`src/rtl/mem_arbiter.sv`:
```
// mem_arbiter: arbitrates an IFU and an LSU onto one memory port, one transaction outstanding.
// Define MEM_ARBITER_RR_EN for round-robin tie-break; otherwise LSU wins every tie.
module mem_arbiter #(
  parameter int ADDR_W = 32,
  parameter int DATA_W = 32
) (
  input  logic                clk,
  input  logic                rst,

  input  logic                ifu_req_valid,
  output logic                ifu_req_ready,
  input  logic [ADDR_W-1:0]   ifu_addr,
  output logic                ifu_resp_valid,
  output logic [DATA_W-1:0]   ifu_rdata,

  input  logic                lsu_req_valid,
  output logic                lsu_req_ready,
  input  logic [ADDR_W-1:0]   lsu_addr,
  input  logic                lsu_wen,
  input  logic [DATA_W-1:0]   lsu_wdata,
  input  logic [DATA_W/8-1:0] lsu_wmask,
  output logic                lsu_resp_valid,
  output logic [DATA_W-1:0]   lsu_rdata,

  output logic                mem_req_valid,
  input  logic                mem_req_ready,
  output logic [ADDR_W-1:0]   mem_addr,
  output logic                mem_wen,
  output logic [DATA_W-1:0]   mem_wdata,
  output logic [DATA_W/8-1:0] mem_wmask,
  input  logic                mem_resp_valid,
  input  logic [DATA_W-1:0]   mem_rdata
);

  localparam int MASK_W = DATA_W / 8;

  typedef enum logic [1:0] {
    ST_IDLE,
    ST_REQ,
    ST_RESP
  } state_t;

  state_t              r_state;
  state_t              w_state_nxt;

  logic                r_owner_lsu;
  logic [ADDR_W-1:0]   r_addr;
  logic                r_wen;
  logic [DATA_W-1:0]   r_wdata;
  logic [MASK_W-1:0]   r_wmask;

  logic                w_idle;
  logic                w_tie_lsu;
  logic                w_grant_ifu;
  logic                w_grant_lsu;
  logic                w_accept;

`ifdef MEM_ARBITER_RR_EN
  // Tie preference flips to whichever requester did not win the last accept.
  logic r_pref_lsu;

  always_ff @(posedge clk or posedge rst) begin
    if (rst) begin
      r_pref_lsu <= 1'b0;
    end else if (w_accept) begin
      r_pref_lsu <= w_grant_ifu;
    end
  end

  assign w_tie_lsu = r_pref_lsu;
`else
  assign w_tie_lsu = 1'b1;
`endif

  // Ready is combinational from state, so it is gated by rst to stay low throughout reset.
  assign w_idle      = (r_state == ST_IDLE) && !rst;
  assign w_grant_lsu = w_idle && lsu_req_valid && (!ifu_req_valid || w_tie_lsu);
  assign w_grant_ifu = w_idle && ifu_req_valid && (!lsu_req_valid || !w_tie_lsu);
  assign w_accept    = w_grant_ifu || w_grant_lsu;

  assign ifu_req_ready = w_grant_ifu;
  assign lsu_req_ready = w_grant_lsu;

  always_ff @(posedge clk or posedge rst) begin
    if (rst) begin
      r_state <= ST_IDLE;
    end else begin
      r_state <= w_state_nxt;
    end
  end

  always_comb begin
    w_state_nxt    = r_state;
    mem_req_valid  = 1'b0;
    ifu_resp_valid = 1'b0;
    lsu_resp_valid = 1'b0;
    unique case (r_state)
      ST_IDLE: begin
        if (w_accept) begin
          w_state_nxt = ST_REQ;
        end
      end
      ST_REQ: begin
        mem_req_valid = 1'b1;
        if (mem_req_ready) begin
          w_state_nxt = ST_RESP;
        end
      end
      ST_RESP: begin
        if (mem_resp_valid) begin
          ifu_resp_valid = !r_owner_lsu;
          lsu_resp_valid = r_owner_lsu;
          w_state_nxt    = ST_IDLE;
        end
      end
      default: begin
        w_state_nxt = ST_IDLE;
      end
    endcase
  end

  always_ff @(posedge clk or posedge rst) begin
    if (rst) begin
      r_owner_lsu <= 1'b0;
      r_addr      <= '0;
      r_wen       <= 1'b0;
      r_wdata     <= '0;
      r_wmask     <= '0;
    end else if (w_accept) begin
      r_owner_lsu <= w_grant_lsu;
      r_addr      <= w_grant_lsu ? lsu_addr : ifu_addr;
      r_wen       <= w_grant_lsu && lsu_wen;
      r_wdata     <= w_grant_lsu ? lsu_wdata : '0;
      r_wmask     <= w_grant_lsu ? lsu_wmask : '0;
    end
  end

  assign mem_addr  = r_addr;
  assign mem_wen   = r_wen;
  assign mem_wdata = r_wdata;
  assign mem_wmask = r_wmask;

  assign ifu_rdata = mem_rdata;
  assign lsu_rdata = mem_rdata;

endmodule

```
`config.mk`:
```
export PLATFORM = sky130hd
export DESIGN_NAME = mem_arbiter
export DESIGN_NICKNAME = d
export VERILOG_FILES = /design/src/rtl/mem_arbiter.sv
export SDC_FILE = /design/constraint.sdc
export NUM_CORES = 1
export LEC_CHECK = 0
export CORE_AREA = 2 2 107 109
export CTS_BUF_LIST = sky130_fd_sc_hd__clkbuf_4 sky130_fd_sc_hd__clkbuf_8
export CTS_CLUSTER_DIAMETER = 150
export DETAILED_ROUTE_END_ITERATION = 8
export DIE_AREA = 0 0 109 111
export PLACE_DENSITY = 0.88
export RECOVER_POWER = 25
export SYNTH_ARGS = -nofsm -noshare
export SYNTH_HDL_FRONTEND = slang
export SYNTH_SLANG_ARGS = --single-unit
export TNS_END_PERCENT = 100
```
`constraint.sdc`:
```
create_clock -name clk -period 2.4 [get_ports clk]
set_input_delay 0.24 -clock clk [delete_from_list [all_inputs] [get_ports clk]]
set_output_delay 0.24 -clock clk [all_outputs]
set_load 0.01 [all_outputs]
```
==> results.tsv, run 1 <==
stage	metric	value	unit
cts	cts_made_buffers	9	
sta	max_freq	0.4732	GHz
floorplanning	start_util	0.3210	
critical_path	endpoint_kind	output port	
drt	drt_iter0_markers	163	
power	max-vdd-ir-drop	653.7	uV
floorplanning	die_h	111	um
cells_and_area	final_cell_area	5218	um^2
yosys	postSynthNetCount	451	
cts	clock_path_buffers	2	
cells_and_area	fill_cells	995	
floorplanning	rows	39	
yosys	yosysSeqAreaShare	0.5067	
grt	grt_max_degree	73	
cts	cts_setup_buffers	0	
worst_hold_path	min_path_type	in -> out	
power	power.leakage	2.187	nW
floorplanning	dieArea	12100	um^2
power	power_density	1164	nW/um^2
yosys	yosysTopAreaCell	dfrtp_1	
sta	hold_viol	0	
cells_and_area	layout.nets	564	
cells_and_area	utilization	0.4710	
sta	worst_pin_slew	1.611	ns
run_status	status	finished, violations left	
cells_and_area	syn_to_final_growth	46.73	%
yosys	async_flop_share	1.000	
grt	grt_usage	0.1918	
sta	post-route-period-util	0.8805	
cts	clock_tree.htree_level_count	3	
yosys	synthesis.area	3556	um^2
cts	path_clk_slew	0.08	ns
place	placed_area	5014	um^2
cts	hold_buffers	0	
yosys	synth_ff_type	dfrtp_1	
place	port_buffers	180	
yosys	synth.most_common_cell	dfrtp_1	
cts	clock-sinks	72	
yosys	yosysTopAreaCellShare	0.5067	
floorplanning	die_width	109	um
drt	viasPerCell	5.135	
place	place.gp.congestion	0.7806	
sta	finClkSkew	0.01485	ns
critical_path	crit_path_max_fanout	6	
cts	cts_root_buffer	clkbuf_8	
place	dp_cells	557	
grt	grt_antenna_before_repair	0	
critical_path	critPathKind	reg -> out	
yosys	synth_area_leaders	dfrtp_1 51%, buf_4 14%, a22o_1 9.4%	
place	dp_hpwl	8391	um
floorplanning	ios	277	
critical_path	r2r_slack	0.74	ns
yosys	ys_types	24	
cells_and_area	final_cells	572	
drt	routedWlPerCell	20.42	um
grt	gr-total-overflow	0	
critical_path	start_kind	flop	
job	max-cap-violations	1	
floorplanning	core	11080	um^2
cells_and_area	num_antenna_cells	0	
sta	report.final.slew_viol_count	73	
sta	rsz0062_at_grt	no	
yosys	synthTopCellsByCount	72 x dfrtp_1, 64 x buf_4, 38 x a22o_1	
yosys	synth_cells	312	
yosys	ys_warn_count	0	
drt	via_count	2937	
drt	drc	0	
sta	tns	0	ns
yosys	synth-seq-cells	72	
yosys	syn_avg_cell_area	11.40	um^2
drt	dr.pass1.iters	4	
grt	grt_pass1_wl	17530	um
drt	routed_wl	11680	um
sta	setup_viol	0	
sta	min_period	2.113	ns
cts	cts_resized	0	
yosys	synth-edff-count	0	
drt	ant_nets	0	
run_status	violations	max-capacitance violations, max-slew violations	
critical_path	cp.arrival	1.87	ns
cells_and_area	drive_gt1_frac	0.06527	
grt	grt_pass1_vias	3114	
cts	cts_tree	yes	
sta	relSlewSlack	-0.07375	
critical_path	cp_data_required_time	2.16	ns
cts	clk_latency	0.34	ns
==> metrics by stage <==
stage / hold slack (ns) / total power, mW / worst slack (ns)
final: 0.4800 / 6.075 / 0.2869
after global placement: 0.4739 / 4.938 / 0.2824
after CTS: 0.4624 / 6.145 / 0.1977
after global routing: 0.4801 / 6.410 / 0.08988
after floorplan: 0.3477 / 3.462 / 0.3351
after detailed placement: 0.4776 / 5.012 / 0.2025
==> worst max-delay path: stages, from the launching register on <==
cell             delay (ns)
dfrtp_1                0.48
nor4b_4                0.44
clkdlybuf4s50_1        0.62
==> state kept, by name, summed over array words and instances (netlist names) <==
name and cells:
mem_addr 32, mem_wdata 32, mem_wmask 4, r_state 2
mem_wen 1, r_owner_lsu 1
==> report_power, final <==
part | leakage [nW] | total (mW) | switching [mW] | internal, mW
combinational | 1.19 | 2.75 | 1.11 | 1.64
sequential | 0.893 | 2.25 | 0.449 | 1.80
clock | 0.108 | 1.08 | 0.469 | 0.608
==> worst paths after layout <==
path | start | to | depth (start not counted)
max in group asynchronous | rst | mem_addr[17] | 3
min reg2reg | mem_addr[2] | mem_addr[2] | 1
max | r_state[1] | lsu_req_ready | 2
max reg2reg | r_state[1] | mem_addr[28] | 4
min in group asynchronous | rst | r_state[0] | 3
min | mem_rdata[1] | ifu_rdata[1] | 0
==> area by class of cell <==
| class | instances | area (um^2) | area share |
|---|---|---|---|
| Clock buffer | 10 | 137.6 | 0.02638 |
| Clock inverter | 5 | 81.33 | 0.01559 |
| Inverter | 4 | 15.01 | 0.002878 |
| Multi-Input combinational cell | 149 | 1111 | 0.2130 |
| Sequential cell | 72 | 1802 | 0.3453 |
| Tap cell | 143 | 178.9 | 0.03429 |
| Timing Repair Buffer | 189 | 1892 | 0.3626 |
==> logic make-up (layout without fill, tap and decap cells) <==
logic type | count (synthesis) | count (layout) | synth area share
buffers and inverters | 91 | 208 | 0.1837
and+or+nand+nor | 44 | 44 | 0.06651
AOI/OAI and AO/OA | 105 | 105 | 0.2431
DFF | 72 | 72 | 0.5067
==> metal layers <==
layer | vias up | share of wire | wire, um | global-route usage
met5 | - | 0 | 0 | 0
met2 | 193 | 0.51 | 5988 | 0.3404
met3 | 8 | 0.11 | 1258 | 0.06761
met1 | 1414 | 0.37 | 4312 | 0.2162
li1 | 1322 | - | - | -
met4 | 0 | 0.011 | 123 | 0.04701
==> cells in the final DEF, fill, tap and decap left out, drive strengths merged <==
master         synthesis  layout
inv                    4       3
nor2b                  1       1
and2                   8       8
a22o                  38      38
buf                   75       9
nor3                   1       1
or3                    1       1
a21o                   1       1
clkdlybuf4s50          0     180
nor2                   3       3
o2bb2ai                8       8
o21ai                  2       2
and3                   1       1
a32oi                 24      24
a31oi                  8       8
nand2                 26      26
nand2b                 1       1
clkinv                 0       3
clkbuf                12      10
clkinvlp               0       1
nor4b                  2       2
a22oi                 24      24
dfrtp                 72      72
bufinv                 0       2
Note: power is estimated with default switching activity, not from simulation.
==> run 2: changes to the inputs <==
--- a/config.mk
+++ b/config.mk
@@ -5,6 +5,7 @@
 export SDC_FILE = /design/constraint.sdc
 export NUM_CORES = 1
 export LEC_CHECK = 0
+export CAP_MARGIN = 0
 export CORE_AREA = 2 2 107 109
 export CTS_BUF_LIST = sky130_fd_sc_hd__clkbuf_4 sky130_fd_sc_hd__clkbuf_8
 export CTS_CLUSTER_DIAMETER = 150
==> results of run 2 <==
Final layout, timing and power as in run 1 (identical DEF).
